File: config.mk
export PLATFORM = sky130hd
export DESIGN_NAME = scarv_cop_issue
export DESIGN_NICKNAME = d
export VERILOG_FILES = /design/src/rtl/scarv_cop_issue_pkg.sv /design/src/rtl/scarv_cop_issue_fifo.sv /design/src/rtl/scarv_cop_issue.sv
export SDC_FILE = /design/constraint.sdc
export NUM_CORES = 1
export LEC_CHECK = 0
export CAP_MARGIN = 10
export CORE_ASPECT_RATIO = 0.7
export CORE_MARGIN = 4
export CORE_UTILIZATION = 40
export DETAILED_ROUTE_END_ITERATION = 6
export PLACE_DENSITY_LB_ADDON = 0.12
export SETUP_SLACK_MARGIN = 0.4
export SYNTH_ARGS = -nofsm -noshare
export SYNTH_HDL_FRONTEND = slang
export SYNTH_SLANG_ARGS = --single-unit
File: constraint.sdc
create_clock -name g_clk -period 5.32 [get_ports g_clk]
set_clock_uncertainty 0.1 [all_clocks]
set_input_delay 0.798 -clock g_clk [delete_from_list [all_inputs] [get_ports g_clk]]
set_output_delay 0.798 -clock g_clk [all_outputs]
set_load 0.02 [all_outputs]
File: src/rtl/scarv_cop_issue_pkg.sv
// Shared coprocessor-issue definitions: ISE opcode values, request/response
// layouts and the opcode test used on the request FIFO head.
package scarv_cop_issue_pkg;

    localparam logic [6:0] ISE_OPC_CUSTOM0 = 7'b0001011;
    localparam logic [6:0] ISE_OPC_CUSTOM1 = 7'b0101011;
    localparam logic [6:0] ISE_OPC_CUSTOM2 = 7'b1011011;

    localparam int unsigned INSN_W     = 32;
    localparam int unsigned RSP_RD_W   = 5;
    localparam int unsigned RSP_DATA_W = 32;

    typedef struct packed {
        logic [INSN_W-1:0]     enc;
        logic [RSP_DATA_W-1:0] rs1;
        logic [RSP_DATA_W-1:0] rs2;
    } req_t;

    typedef struct packed {
        logic                  abrt;
        logic                  wen;
        logic [RSP_RD_W-1:0]   rd;
        logic [RSP_DATA_W-1:0] wdata;
    } rsp_t;

    function automatic logic is_ise_opcode(input logic [6:0] opc);
        return (opc == ISE_OPC_CUSTOM0) || (opc == ISE_OPC_CUSTOM1) ||
               (opc == ISE_OPC_CUSTOM2);
    endfunction

endpackage

File: src/rtl/scarv_cop_issue_fifo.sv
// Parameterised synchronous FIFO with full/empty flags; DEPTH must be a
// power of two so the pointers wrap naturally.
module scarv_cop_issue_fifo #(
    parameter int unsigned DEPTH = 2,
    parameter int unsigned WIDTH = 8
) (
    input  logic             g_clk,
    input  logic             g_reset,
    input  logic             push,
    input  logic             pop,
    input  logic [WIDTH-1:0] wdata,
    output logic [WIDTH-1:0] rdata,
    output logic             full,
    output logic             empty
);

    localparam int unsigned PTR_W = (DEPTH > 1) ? $clog2(DEPTH) : 1;

    logic [WIDTH-1:0] mem [DEPTH];
    logic [PTR_W-1:0] wr_ptr;
    logic [PTR_W-1:0] rd_ptr;
    logic [PTR_W:0]   count;
    logic             do_push;
    logic             do_pop;

    assign full    = (count == (PTR_W+1)'(DEPTH));
    assign empty   = (count == '0);
    assign do_push = push && !full;
    assign do_pop  = pop && !empty;
    assign rdata   = mem[rd_ptr];

    // Storage is cleared too so the head reads as zero straight after reset.
    always_ff @(posedge g_clk) begin
        if (g_reset) begin
            mem    <= '{default: '0};
            wr_ptr <= '0;
            rd_ptr <= '0;
            count  <= '0;
        end else begin
            if (do_push) begin
                mem[wr_ptr] <= wdata;
                wr_ptr      <= wr_ptr + 1'b1;
            end
            if (do_pop) begin
                rd_ptr <= rd_ptr + 1'b1;
            end
            if (do_push && !do_pop) begin
                count <= count + 1'b1;
            end else if (!do_push && do_pop) begin
                count <= count - 1'b1;
            end
        end
    end

endmodule

File: src/rtl/scarv_cop_issue.sv
// Host-side ISE coprocessor issue/response bridge.
// Optional watchdog: define SCARV_COP_ISSUE_TIMEOUT_EN.
module scarv_cop_issue
    import scarv_cop_issue_pkg::*;
#(
    parameter int unsigned REQ_DEPTH       = 2,
    parameter int unsigned MAX_OUTSTANDING = 2,
    parameter int unsigned TIMEOUT_CYCLES  = 1024
) (
    input  logic        g_clk,
    input  logic        g_reset,
    input  logic        cpu_insn_req,
    output logic        cpu_insn_ack,
    input  logic [31:0] cpu_insn_enc,
    input  logic [31:0] cpu_rs1,
    input  logic [31:0] cpu_rs2,
    output logic        cpu_rsp_valid,
    input  logic        cpu_rsp_ack,
    output logic        cpu_rsp_wen,
    output logic [4:0]  cpu_rsp_rd,
    output logic [31:0] cpu_rsp_wdata,
    output logic        cpu_rsp_abrt,
    output logic        cop_insn_valid,
    input  logic        cop_insn_ready,
    output logic [31:0] cop_insn_enc,
    output logic [31:0] cop_rs1,
    output logic [31:0] cop_rs2,
    input  logic        cop_rsp_valid,
    output logic        cop_rsp_ready,
    input  logic        cop_rsp_wen,
    input  logic [4:0]  cop_rsp_rd,
    input  logic [31:0] cop_rsp_wdata,
    input  logic        cop_rsp_abrt,
    output logic        cop_timeout,
    output logic        busy
);

    localparam logic [2:0]  OUT_LIMIT = 3'(MAX_OUTSTANDING);
    localparam int unsigned FIFO_W    = $bits(req_t);

    if (REQ_DEPTH < 2 || (REQ_DEPTH & (REQ_DEPTH - 1)) != 0 ||
        MAX_OUTSTANDING < 1 || MAX_OUTSTANDING > 7 || TIMEOUT_CYCLES < 1) begin : g_bad_params
        $error("scarv_cop_issue: illegal parameter combination");
    end

    req_t       push_data;
    req_t       head;
    logic       fifo_full;
    logic       fifo_empty;
    logic       fifo_pop;
    logic       head_ise;
    logic       head_nonise;
    logic [2:0] outstanding;
    logic       out_zero;
    logic       dispatch;
    logic       local_reject;
    logic       rsp_accept;
    logic       rsp_take;
    logic       rsp_synth;
    logic       rsp_valid_q;
    rsp_t       rsp_q;

    assign push_data = '{enc: cpu_insn_enc, rs1: cpu_rs1, rs2: cpu_rs2};

    scarv_cop_issue_fifo #(
        .DEPTH (REQ_DEPTH),
        .WIDTH (FIFO_W)
    ) u_req_fifo (
        .g_clk   (g_clk),
        .g_reset (g_reset),
        .push    (cpu_insn_req && cpu_insn_ack),
        .pop     (fifo_pop),
        .wdata   (push_data),
        .rdata   (head),
        .full    (fifo_full),
        .empty   (fifo_empty)
    );

    assign cpu_insn_ack = !fifo_full;
    assign out_zero     = (outstanding == '0);
    assign head_ise     = !fifo_empty && is_ise_opcode(head.enc[6:0]);
    assign head_nonise  = !fifo_empty && !is_ise_opcode(head.enc[6:0]);

    assign cop_insn_valid = head_ise && (outstanding < OUT_LIMIT);
    assign cop_insn_enc   = head.enc;
    assign cop_rs1        = head.rs1;
    assign cop_rs2        = head.rs2;
    assign dispatch       = cop_insn_valid && cop_insn_ready;

    // Rejecting only with nothing in flight keeps the abort in program order.
    assign local_reject = head_nonise && out_zero && !rsp_valid_q;
    assign fifo_pop     = dispatch || local_reject;
    assign rsp_accept   = cop_rsp_valid && cop_rsp_ready;

`ifdef SCARV_COP_ISSUE_TIMEOUT_EN
    localparam int unsigned TMR_W = $clog2(TIMEOUT_CYCLES + 1);

    logic [TMR_W-1:0] tmr;
    logic             to_pend;
    logic             to_pulse;
    logic [2:0]       drop;
    logic             tmr_hit;

    // Responses stay blocked while a synthesised abort waits for the register.
    assign cop_rsp_ready = !rsp_valid_q && !to_pend;
    assign rsp_take      = rsp_accept && !out_zero && (drop == '0);
    assign rsp_synth     = to_pend && !rsp_valid_q;
    assign tmr_hit       = !out_zero && !to_pend &&
                           (tmr == TMR_W'(TIMEOUT_CYCLES - 1));
    assign cop_timeout   = to_pulse;

    always_ff @(posedge g_clk) begin
        if (g_reset) begin
            tmr      <= '0;
            to_pend  <= 1'b0;
            to_pulse <= 1'b0;
            drop     <= '0;
        end else begin
            to_pulse <= tmr_hit;
            if (tmr_hit) begin
                to_pend <= 1'b1;
            end else if (rsp_synth) begin
                to_pend <= 1'b0;
            end
            if (rsp_accept || (dispatch && out_zero) || tmr_hit) begin
                tmr <= '0;
            end else if (!out_zero && !to_pend) begin
                tmr <= tmr + 1'b1;
            end
            if (rsp_synth) begin
                drop <= drop + 3'd1;
            end else if (rsp_accept && (drop != '0)) begin
                drop <= drop - 3'd1;
            end
        end
    end
`else
    assign cop_rsp_ready = !rsp_valid_q;
    assign rsp_take      = rsp_accept && !out_zero;
    assign rsp_synth     = 1'b0;
    assign cop_timeout   = 1'b0;
`endif

    always_ff @(posedge g_clk) begin
        if (g_reset) begin
            outstanding <= '0;
        end else if (dispatch && !(rsp_take || rsp_synth)) begin
            outstanding <= outstanding + 3'd1;
        end else if (!dispatch && (rsp_take || rsp_synth)) begin
            outstanding <= outstanding - 3'd1;
        end
    end

    // The register only loads while empty, so an ack cycle never refills it.
    always_ff @(posedge g_clk) begin
        if (g_reset) begin
            rsp_valid_q <= 1'b0;
            rsp_q       <= '0;
        end else if (rsp_valid_q) begin
            if (cpu_rsp_ack) begin
                rsp_valid_q <= 1'b0;
            end
        end else if (rsp_take) begin
            rsp_valid_q <= 1'b1;
            rsp_q       <= '{abrt:  cop_rsp_abrt,
                             wen:   cop_rsp_wen && (cop_rsp_rd != '0),
                             rd:    cop_rsp_rd,
                             wdata: cop_rsp_wdata};
        end else if (rsp_synth) begin
            rsp_valid_q <= 1'b1;
            rsp_q       <= '{abrt: 1'b1, wen: 1'b0, rd: '0, wdata: '0};
        end else if (local_reject) begin
            rsp_valid_q <= 1'b1;
            rsp_q       <= '{abrt: 1'b1, wen: 1'b0, rd: head.enc[11:7], wdata: '0};
        end
    end

    assign cpu_rsp_valid = rsp_valid_q;
    assign cpu_rsp_wen   = rsp_q.wen;
    assign cpu_rsp_rd    = rsp_q.rd;
    assign cpu_rsp_wdata = rsp_q.wdata;
    assign cpu_rsp_abrt  = rsp_q.abrt;

    assign busy = !fifo_empty || !out_zero || rsp_valid_q;

endmodule

==> flow_results.xml, run 1 <==
<?xml version="1.0" encoding="UTF-8"?>
<metrics>
  <group name="status">
    <metric name="run_status" unit="">complete, no violations</metric>
  </group>
  <group name="logic_synthesis">
    <metric name="post_synth_edffs" unit="">0</metric>
    <metric name="synth_adder_area_share" unit="%">0.452</metric>
    <metric name="main_combinational_cell_family_by_area_after_synthesis" unit="">simple AND/OR/NAND/NOR gates</metric>
    <metric name="post-synth-top-area-fraction" unit="%">48.0</metric>
    <metric name="synth-simple-area-share" unit="%">21.5</metric>
    <metric name="mappedNetlistNets" unit="">1329</metric>
    <metric name="netlist_top_cells_area" unit="">dfxtp_1 48%, nand2_1 16%, mux2_2 11%, a21oi_1 10%, nand3_2 3.0%</metric>
    <metric name="yosysUniqueCellTypes" unit="">43</metric>
    <metric name="ys_seq_area_share" unit="%">48.0</metric>
    <metric name="mappedNetlistArea" unit="sq um">9970</metric>
    <metric name="synth.area.mux_share" unit="%">10.9</metric>
    <metric name="synth_top_cell_by_area" unit="">dfxtp_1</metric>
    <metric name="synth_seq_cells" unit="">239</metric>
    <metric name="synth_compound_area_share" unit="%">14.1</metric>
    <metric name="dominantRegCellSynth" unit="">dfxtp_1</metric>
    <metric name="synth-xor-area-share" unit="%">0.352</metric>
    <metric name="syn_avg_cell_area" unit="sq um">8.41</metric>
    <metric name="async_flop_share" unit="%">0</metric>
    <metric name="synthesis.yosys.warnings" unit="">0</metric>
    <metric name="post_synth_inst_count" unit="">1185</metric>
  </group>
  <group name="critical_path">
    <metric name="setup.worst_path.start" unit="">u_req_fifo.rd_ptr</metric>
    <metric name="crit_fanout" unit="">49</metric>
    <metric name="criticalPathCategory" unit="">flip-flop to output pin</metric>
    <metric name="setup.worst_path.end_class" unit="">output pin</metric>
    <metric name="timing.rr.start" unit="">u_req_fifo.rd_ptr</metric>
    <metric name="worstSetupStartpointType" unit="">flip-flop</metric>
    <metric name="cp.arrival" unit="ps">2890</metric>
    <metric name="critPathRequiredTime" unit="ps">4420</metric>
  </group>
  <group name="drt">
    <metric name="drt_pass1_iterations" unit="">4</metric>
    <metric name="via_per_inst" unit="">4.91</metric>
    <metric name="detail_route.wirelength" unit="microns">28700</metric>
    <metric name="post_drt_wl_per_cell" unit="microns">16.4</metric>
    <metric name="detailroute.via_count" unit="">8613</metric>
    <metric name="detailedRoute.firstIterationViolations" unit="">514</metric>
    <metric name="drc" unit="">0</metric>
    <metric name="antenna_left" unit="">0</metric>
  </group>
  <group name="placement">
    <metric name="place_hpwl" unit="microns">18000</metric>
    <metric name="buffer_ports.inserted" unit="">280</metric>
    <metric name="gpl_congestion" unit="">0.762</metric>
    <metric name="detailed_place.area" unit="sq um">12900</metric>
  </group>
  <group name="job">
    <metric name="cap_violations" unit="">0</metric>
  </group>
  <group name="floorplan">
    <metric name="boundaryPins" unit="">282</metric>
    <metric name="horizontal_die_dimension" unit="microns">197</metric>
    <metric name="area_enclosed_by_the_die_boundary" unit="sq um">27500</metric>
    <metric name="start_util" unit="%">40.6</metric>
    <metric name="core" unit="sq um">24600</metric>
    <metric name="dieHeight" unit="microns">140</metric>
    <metric name="row_count" unit="">48</metric>
  </group>
  <group name="sta">
    <metric name="finalSetupTns" unit="ps">0</metric>
    <metric name="timing.fmax" unit="MHz">264</metric>
    <metric name="relSlewSlack" unit="%">36.5</metric>
    <metric name="final_hold_viol_count" unit="">0</metric>
    <metric name="grt_setup_unrepaired" unit="">false</metric>
    <metric name="worstMarginPinSlew" unit="ps">952</metric>
    <metric name="setup_violations" unit="">0</metric>
    <metric name="hold_ws" unit="ps">349</metric>
    <metric name="final.period_utilization" unit="%">71.2</metric>
    <metric name="timing_max_transition_violations_final" unit="">0</metric>
    <metric name="final_period_minus_worst_setup_slack" unit="ps">3790</metric>
  </group>
  <group name="power_and_ir_drop">
    <metric name="static-leakage-power" unit="nW">4.88</metric>
    <metric name="power.density" unit="nW/um^2">438</metric>
    <metric name="maximum_vdd_drop" unit="uV">278</metric>
  </group>
  <group name="global_routing">
    <metric name="via_count_of_the_first_global_routing_pass" unit="">8406</metric>
    <metric name="globalRoute.totalOverflow" unit="">0</metric>
    <metric name="global_route.usage.total" unit="%">19.9</metric>
    <metric name="grt_pass1_wl" unit="microns">46000</metric>
    <metric name="maximum_number_of_pins_on_one_net_before_global_route_repair" unit="">104</metric>
    <metric name="antenna_found_initial" unit="">2</metric>
  </group>
  <group name="clock_network">
    <metric name="ctsHtreeMaxLevel" unit="">1</metric>
    <metric name="cts_sinks" unit="">239</metric>
    <metric name="clkTransAtPathRegs" unit="ps">60</metric>
    <metric name="cts_resized" unit="">0</metric>
    <metric name="cts_post_setup_buffers_inserted" unit="">0</metric>
    <metric name="clock-root-buffer" unit="">clkbuf_16</metric>
    <metric name="tritoncts_clock_tree" unit="">built</metric>
    <metric name="cts_hold_buffers" unit="">0</metric>
    <metric name="numCtsBuffers" unit="">25</metric>
    <metric name="clock_tree.buffer_depth" unit="">3</metric>
    <metric name="worst_skew_pair.late_latency" unit="ps">520</metric>
  </group>
  <group name="worst_hold_path">
    <metric name="hold_path_class" unit="">flip-flop to flip-flop</metric>
    <metric name="hold_path_startpoint" unit="">u_req_fifo.mem[93]</metric>
  </group>
  <group name="cells_and_area">
    <metric name="finalNetCount" unit="">1553</metric>
    <metric name="postLayoutCellArea" unit="sq um">13700</metric>
    <metric name="layout-drive-gt1-share" unit="%">15.3</metric>
    <metric name="area_growth_syn_to_layout" unit="%">37.6</metric>
    <metric name="finalCoreUtilization" unit="%">55.8</metric>
  </group>
</metrics>
## cell usage in the layout, fill, tap and decap left out, types with 6 or more instances in the layout
| cell | n |
|---|---|
| nor2_1 | 9 |
| mux2_2 | 96 |
| buf_4 | 9 |
| a21oi_1 | 203 |
| a21oi_2 | 30 |
| nand3_2 | 30 |
| dfxtp_1 | 238 |
| nand2_1 | 424 |
| or3_1 | 6 |
| nand3_1 | 6 |
| clkbuf_16 | 25 |
| clkdlybuf4s50_1 | 279 |
## critical path: stages, from the launching register on
cell             delay [ps]
dfxtp_4                 790
and4b_1                 290
o211a_1                 270
or2_2                   240
and2_1                  150
clkdlybuf4s50_1         600
## per-layer routing
layer,share of wire [%],wire [microns],GRT usage [%]
met3,7.7,2220,6.25
met5,0.038,11,0
met4,1.5,443,4.01
met1,48,13800,28.6
met2,43,12300,29.6
## kinds of logic (layout without fill, tap and decap cells)
group,count (synthesis),in the layout
other,1,2
AND/OR/NAND/NOR,495,495
adder cells (fa/ha/maj),3,3
XOR/XNOR,4,4
buffers and inverters,98,340
multiplexers,97,97
flip-flops,239,239
AO/OA/AOI/OAI,248,248
## report_power, final
part | total [mW] | internal (mW) | switching (mW)
Combinational | 2.02 | 0.851 | 1.17
Clock | 1.80 | 1.08 | 0.717
Sequential | 2.19 | 2.02 | 0.171
## state kept, by name, summed over array words and instances (netlist names)
| name | count |
|---|---|
| u_req_fifo.count | 2 |
| cpu_rsp_valid | 1 |
| cpu_rsp_wdata | 32 |
| cpu_rsp_abrt | 1 |
| cpu_rsp_wen | 1 |
| outstanding | 3 |
| u_req_fifo.mem | 192 |
| u_req_fifo.rd_ptr | 1 |
| cpu_rsp_rd | 5 |
| u_req_fifo.wr_ptr | 1 |
## synth_stat cells (2+ instances only)
master    count
a21oi_2      30
nor3_1        2
xor2_1        4
nor2b_1       3
nand3_1       7
or3_1         6
dfxtp_1     239
nand3_2      30
a21oi_1     203
or2_2         2
inv_1         4
nand2_1     424
nor2_1       10
buf_2         8
mux2_2       96
buf_12        3
o21ai_0       4
ha_1          2
clkbuf_1     62
and3_1        2
buf_1        14
o221ai_1      4
and3b_1       2
buf_4         5
## per-stage QoR
step	instances	total power, mW	setup WS (ps)
3_5_place_dp	1707	4.26	2080
3_3_place_gp	1707	4.25	2070
2_1_floorplan	1185	3.57	2620
6_report	1753	6.00	1530
4_1_cts	1752	6.10	1500
5_1_grt	1753	6.33	1430
## area by class of cell
cell class | count | area, sq um
Antenna cell | 1 | 2.50
Clock buffer | 35 | 713
Clock inverter | 10 | 131
Fill cell | 2254 | 10900
Inverter | 5 | 18.8
Multi-Input combinational cell | 848 | 4760
Sequential cell | 239 | 4790
Tap cell | 325 | 407
Timing Repair Buffer | 290 | 2890
## final timing paths
path              slack (ps)  depth (start not counted)            endpoint
setup / recovery        1530                          5      cop_insn_valid
hold / removal           350                          2  u_req_fifo.mem[93]
setup reg to reg        2140                         10      outstanding[2]
hold reg to reg          350                          2  u_req_fifo.mem[93]
No activity file was read; power rests on OpenSTA's default activity.
==> run 2: changes to the inputs <==
Clock period 5.32 ns to 3.2 ns, I/O delays scaled along.
==> flow_results.xml, run 2 (same netlist as run 1, synthesis figures left out) <==
<?xml version="1.0" encoding="UTF-8"?>
<metrics>
  <group name="floorplan">
    <metric name="area_enclosed_by_the_die_boundary" unit="sq um">27500</metric>
    <metric name="boundaryPins" unit="">282</metric>
    <metric name="row_count" unit="">48</metric>
    <metric name="dieHeight" unit="microns">140</metric>
    <metric name="start_util" unit="%">40.6</metric>
    <metric name="core" unit="sq um">24600</metric>
    <metric name="horizontal_die_dimension" unit="microns">197</metric>
  </group>
  <group name="critical_path">
    <metric name="criticalPathCategory" unit="">flip-flop to output pin</metric>
    <metric name="critPathRequiredTime" unit="ps">2620</metric>
    <metric name="cp.depth" unit="">3</metric>
    <metric name="worstSetupStartpointType" unit="">flip-flop</metric>
    <metric name="cp_bufs_invs" unit="">2</metric>
    <metric name="crit_end" unit="">cop_rs2[14]</metric>
    <metric name="timing.rr.start" unit="">u_req_fifo.mem[165]</metric>
    <metric name="r2r_slack" unit="ps">570</metric>
    <metric name="crit_slowest_cell" unit="">clkdlybuf4s50_1</metric>
    <metric name="crit-reg2reg-capture" unit="">u_req_fifo.count[1]</metric>
    <metric name="cell_chain_of_the_critical_path" unit="">clkbuf_16, mux2_2, clkdlybuf4s50_1</metric>
    <metric name="setup.worst_path.start" unit="">u_req_fifo.rd_ptr</metric>
    <metric name="cp.arrival" unit="ps">2130</metric>
    <metric name="setup.worst_path.end_class" unit="">output pin</metric>
    <metric name="crit_fanout" unit="">22</metric>
    <metric name="timing.critical_path.max_delay_family" unit="">buffers and inverters</metric>
    <metric name="critical_path_max_stage_delay" unit="ps">560</metric>
    <metric name="rr_worst_depth" unit="">8</metric>
  </group>
  <group name="cells_and_area">
    <metric name="postLayoutCellArea" unit="sq um">13800</metric>
    <metric name="regArea" unit="sq um">4790</metric>
    <metric name="flip_flop_count_of_the_largest_register_all_copies_and_words_added" unit="">192</metric>
    <metric name="layout-drive-gt1-share" unit="%">15.9</metric>
    <metric name="multiInputGateArea" unit="sq um">4770</metric>
    <metric name="fillerInstances" unit="">2266</metric>
    <metric name="area_growth_syn_to_layout" unit="%">38.9</metric>
    <metric name="finalCoreUtilization" unit="%">56.3</metric>
    <metric name="layout.cells.most_common" unit="">nand2_1</metric>
    <metric name="n_antenna_cell" unit="">0</metric>
    <metric name="finalNetCount" unit="">1562</metric>
    <metric name="regMostFlops" unit="">u_req_fifo.mem</metric>
    <metric name="mostFrequentLayoutCells" unit="">424 x nand2_1, 238 x dfxtp_1, 232 x clkdlybuf4s50_1</metric>
  </group>
  <group name="drt">
    <metric name="antenna_left" unit="">0</metric>
    <metric name="detailroute.via_count" unit="">8682</metric>
    <metric name="via_per_inst" unit="">4.93</metric>
    <metric name="drc" unit="">0</metric>
    <metric name="post_drt_wl_per_cell" unit="microns">16.7</metric>
    <metric name="detailedRoute.firstIterationViolations" unit="">507</metric>
    <metric name="drt_pass1_iterations" unit="">5</metric>
    <metric name="detail_route.wirelength" unit="microns">29300</metric>
  </group>
  <group name="global_routing">
    <metric name="globalRoute.totalOverflow" unit="">0</metric>
    <metric name="grt_pass1_wl" unit="microns">46100</metric>
    <metric name="via_count_of_the_first_global_routing_pass" unit="">8405</metric>
    <metric name="antenna_found_initial" unit="">1</metric>
    <metric name="maximum_number_of_pins_on_one_net_before_global_route_repair" unit="">97</metric>
    <metric name="global_route.usage.total" unit="%">20.0</metric>
  </group>
  <group name="sta">
    <metric name="final.period_utilization" unit="%">84.6</metric>
    <metric name="timing.fmax" unit="MHz">369</metric>
    <metric name="relSlewSlack" unit="%">20.2</metric>
    <metric name="worstMarginPinSlew" unit="ps">1200</metric>
    <metric name="grt_setup_unrepaired" unit="">false</metric>
    <metric name="setup_violations" unit="">0</metric>
    <metric name="timing_max_transition_violations_final" unit="">0</metric>
    <metric name="finalSetupTns" unit="ps">0</metric>
    <metric name="final_period_minus_worst_setup_slack" unit="ps">2710</metric>
    <metric name="final_hold_viol_count" unit="">0</metric>
  </group>
  <group name="status">
    <metric name="run_status" unit="">complete, no violations</metric>
  </group>
  <group name="clock_network">
    <metric name="worst_skew_pair.late_latency" unit="ps">510</metric>
    <metric name="clock-root-buffer" unit="">clkbuf_16</metric>
    <metric name="tritoncts_clock_tree" unit="">built</metric>
    <metric name="cts_sinks" unit="">239</metric>
    <metric name="clkTransAtPathRegs" unit="ps">60</metric>
    <metric name="clock_tree.buffer_depth" unit="">3</metric>
    <metric name="numCtsBuffers" unit="">25</metric>
    <metric name="ctsHtreeMaxLevel" unit="">1</metric>
  </group>
  <group name="placement">
    <metric name="place_hpwl" unit="microns">17700</metric>
    <metric name="detailed_place.area" unit="sq um">12900</metric>
    <metric name="gpl_congestion" unit="">0.758</metric>
    <metric name="buffer_ports.inserted" unit="">280</metric>
  </group>
  <group name="worst_hold_path">
    <metric name="hold_path_class" unit="">primary input to flip-flop</metric>
  </group>
  <group name="power_and_ir_drop">
    <metric name="power.density" unit="nW/um^2">722</metric>
    <metric name="maximum_vdd_drop" unit="uV">446</metric>
    <metric name="static-leakage-power" unit="nW">5.15</metric>
  </group>
  <group name="job">
    <metric name="cap_violations" unit="">0</metric>
  </group>
</metrics>
[run 2: cell types whose count changed in the layout (fill, tap and decap cells not counted), moves of 2 or more]
cell,before,now
clkinv_2,5,9
buf_12,1,5
clkbuf_8,5,2
clkdlybuf4s50_1,279,232
dlygate4sd2_1,0,46
buf_16,0,2
[run 2: worst min-delay path by stage]
stage / startpoint / endpoint / slack [ps] / cells past startpoint
4_1_cts: g_reset / u_req_fifo.mem[74] / 260 / 2
2_1_floorplan: u_req_fifo.mem[160] / u_req_fifo.mem[160] / 330 / 2
3_5_place_dp: u_req_fifo.mem[53] / u_req_fifo.mem[53] / 340 / 2
3_3_place_gp: u_req_fifo.mem[6] / u_req_fifo.mem[6] / 340 / 2
5_1_grt: g_reset / u_req_fifo.mem[165] / 290 / 2
6_report: g_reset / u_req_fifo.mem[172] / 280 / 2
[run 2: what timing repair did]
action	in CTS	in global routing
hold buffers	0	0
pin swaps	0	1
resized for setup	49	4
setup buffers	3	1
setup endpoints to repair	90	21
gates cloned	2	1
[run 2: layout make-up]
class / instances / area share [%]
Timing Repair Buffer: 299 / 21.9
Tap cell: 325 / 2.94
Sequential cell: 239 / 34.6
Inverter: 5 / 0.136
Multi-Input combinational cell: 848 / 34.5
Clock buffer: 31 / 4.83
Clock inverter: 14 / 1.09
[run 2: routing by layer]
metal	vias to the layer above	GRT usage, %	share of wire, %
li1	4385	-	-
met1	4012	28.1	46
met2	242	30.7	43
met3	41	6.28	8.7
met4	2	3.87	2.0
met5	-	0	0.044
[run 2: worst reg2reg max path, stage by stage (launching register included)]
cell and delay, ps:
dfxtp_1 350, and3b_1 190, o2111a_2 300, buf_4 150, nor4_4 540, a31oi_4 70
ha_1 360, or3_1 360, a21oi_1 140
[run 2: power by group]
group	switching, mW	internal (mW)
combinational	2.04	1.46
clock	1.19	1.72
sequential	0.228	3.35
[run 2: per-stage QoR]
step           hold slack (ps)  setup slack, ps  power (mW)  cells
5_1_grt                    286              400        10.5   1761
3_3_place_gp               338              550        7.09   1709
4_1_cts                    262              360        10.1   1759
6_report                   280              493        10.0   1761
2_1_floorplan              332              505        5.94   1185
3_5_place_dp               343              474        7.10   1709
==> variant (flow settings as in run 2) <==
`REQ_DEPTH`: 2 -> 4.
--- a/src/rtl/scarv_cop_issue.sv
+++ b/src/rtl/scarv_cop_issue.sv
@@ -3,7 +3,7 @@
 module scarv_cop_issue
     import scarv_cop_issue_pkg::*;
 #(
-    parameter int unsigned REQ_DEPTH       = 2,
+    parameter int unsigned REQ_DEPTH       = 4,
     parameter int unsigned MAX_OUTSTANDING = 2,
     parameter int unsigned TIMEOUT_CYCLES  = 1024
 ) (
Check against the original RTL: not equivalent (Yosys sat finds a counterexample within 4 cycles, from zero or initial values and one cycle with g_reset high).
==> variant against run 2 <==
- first-iteration DRC count increased by 110%
- wire length up 80%
- core utilization down 3.6 points
- synthesized area rose by 74%
- design area is 62% higher
- sequential cell count increased by 195
- worst setup slack got worse by 0.31 ns
- total power grew 68%
==> variant: results (changes against run 2) <==
[global_route]
grt_pass1_vias = 14500  ; +73%
grtUsageTotal = 0.215  ; +0.0153
use_met3 = 0.0387  ; -0.0241
grt_max_degree = 128  ; +32%
grt_pass1_wl_um = 82100  ; +78%
antenna_found_initial = 2  ; +1
grt_util_met1 = 0.287  ; +0.00638
use_met2 = 0.365  ; +0.0583

[yosys]
synth_commonest_cells = nand2_1, dfxtp_1, a21oi_1
yosysSeqAreaShare = 0.501  ; +0.0213
synth.distinct_cells = 41  ; -4.7%
syn_nets = 2118  ; +59%

[worst_setup_path]
r2r.worst_path.cells = 11  ; +3
cp_top_family = simple AND/OR/NAND/NOR gates
critPathMaxFanout = 5  ; -77%
crit_slowest_cell = mux4_2
arrival_ns = 3.38  ; +1.25 ns

[route]
wirelength_um = 52900  ; +80%
wl_met3_um = 3200  ; +26%
drt-vias-per-instance = 5.30  ; +7.5%
m1WireLength_um = 23500  ; +73%
routed.top_layer = met4

[sta]
finalCriticalPeriod_ns = 3.01  ; +0.306 ns

[clock_network]
insertion_delay_ns = 0.54  ; +0.03 ns
cts_made_buffers = 45  ; +80%
htree_levels = 2  ; +1

[power]
p_leak_nw = 7.97  ; +55%
p_seq_frac = 0.370  ; +0.012
comb_cell_power_mw = 5.38  ; +54%
max-vdd-ir-drop_uv = 449  ; +0.78%
switching_share = 0.322  ; -0.0245
net-switching-power_mw = 5.40  ; +56%

[cells_and_area]
num-fill-cells = 3867  ; +71%
largest_register_ffs = 384  ; +100%
nets = 2348  ; +50%
layout-drive-gt1-share = 0.149  ; -0.0102

[status]
status = finished clean

[placement]
dp_hpwl_um = 30100  ; +70%

variant: cells by family (layout without fill, tap and decap cells):
kind of cell	count (synthesis)	after routing	synth area share
AND/OR/NAND/NOR	815	815	0.180
AO/OA/AOI/OAI	435	435	0.139
flip-flops	434	434	0.501
buffers and inverters	166	428	0.0399
multiplexers	105	105	0.130
adder cells (fa/ha/maj)	8	8	0.00664
XOR/XNOR	5	5	0.00253
other	1	3	0.000216
variant: cell type report:
class | instances | area, µm² | area share
antenna | 2 | 5.00 | 0.000223
clock buffer | 69 | 1360 | 0.0604
clock inverter | 10 | 108 | 0.00479
inverter | 6 | 22.5 | 0.00100
multi-input combinational | 1369 | 8020 | 0.357
sequential | 434 | 8700 | 0.387
tap | 552 | 691 | 0.0307
timing repair buffer | 343 | 3570 | 0.159
variant: per-stage QoR:
stage               setup WS (ns)  utilization  area (µm²)  hold WS [ns]  cells
finish                      0.187        0.528       22500         0.336   2785
global route               0.0889        0.528       22500         0.364   2785
CTS                         0.202        0.526       22400         0.352   2766
detailed placement          0.145        0.485       20600         0.344   2671
global placement            0.170        0.485       20600         0.338   2671
floorplan                   0.239            -       17300         0.333   1969
variant: final timing paths:
path	startpoint	to	slack (ns)
setup reg to reg	u_req_fifo.rd_ptr[0]	u_req_fifo.count[2]	0.19
setup / recovery	u_req_fifo.rd_ptr[0]	u_req_fifo.count[2]	0.19
hold / removal	g_reset	outstanding[1]	0.34
hold reg to reg	u_req_fifo.mem[130]	u_req_fifo.mem[130]	0.35
variant: repair_timing:
item                                   4_1_cts  5_1_grt
gates cloned                                 6        4
gates resized for setup                    180      172
setup buffers                               10       13
endpoints found under the hold margin        0        0
setup endpoints to repair                   95      123
pin swaps                                    2        3
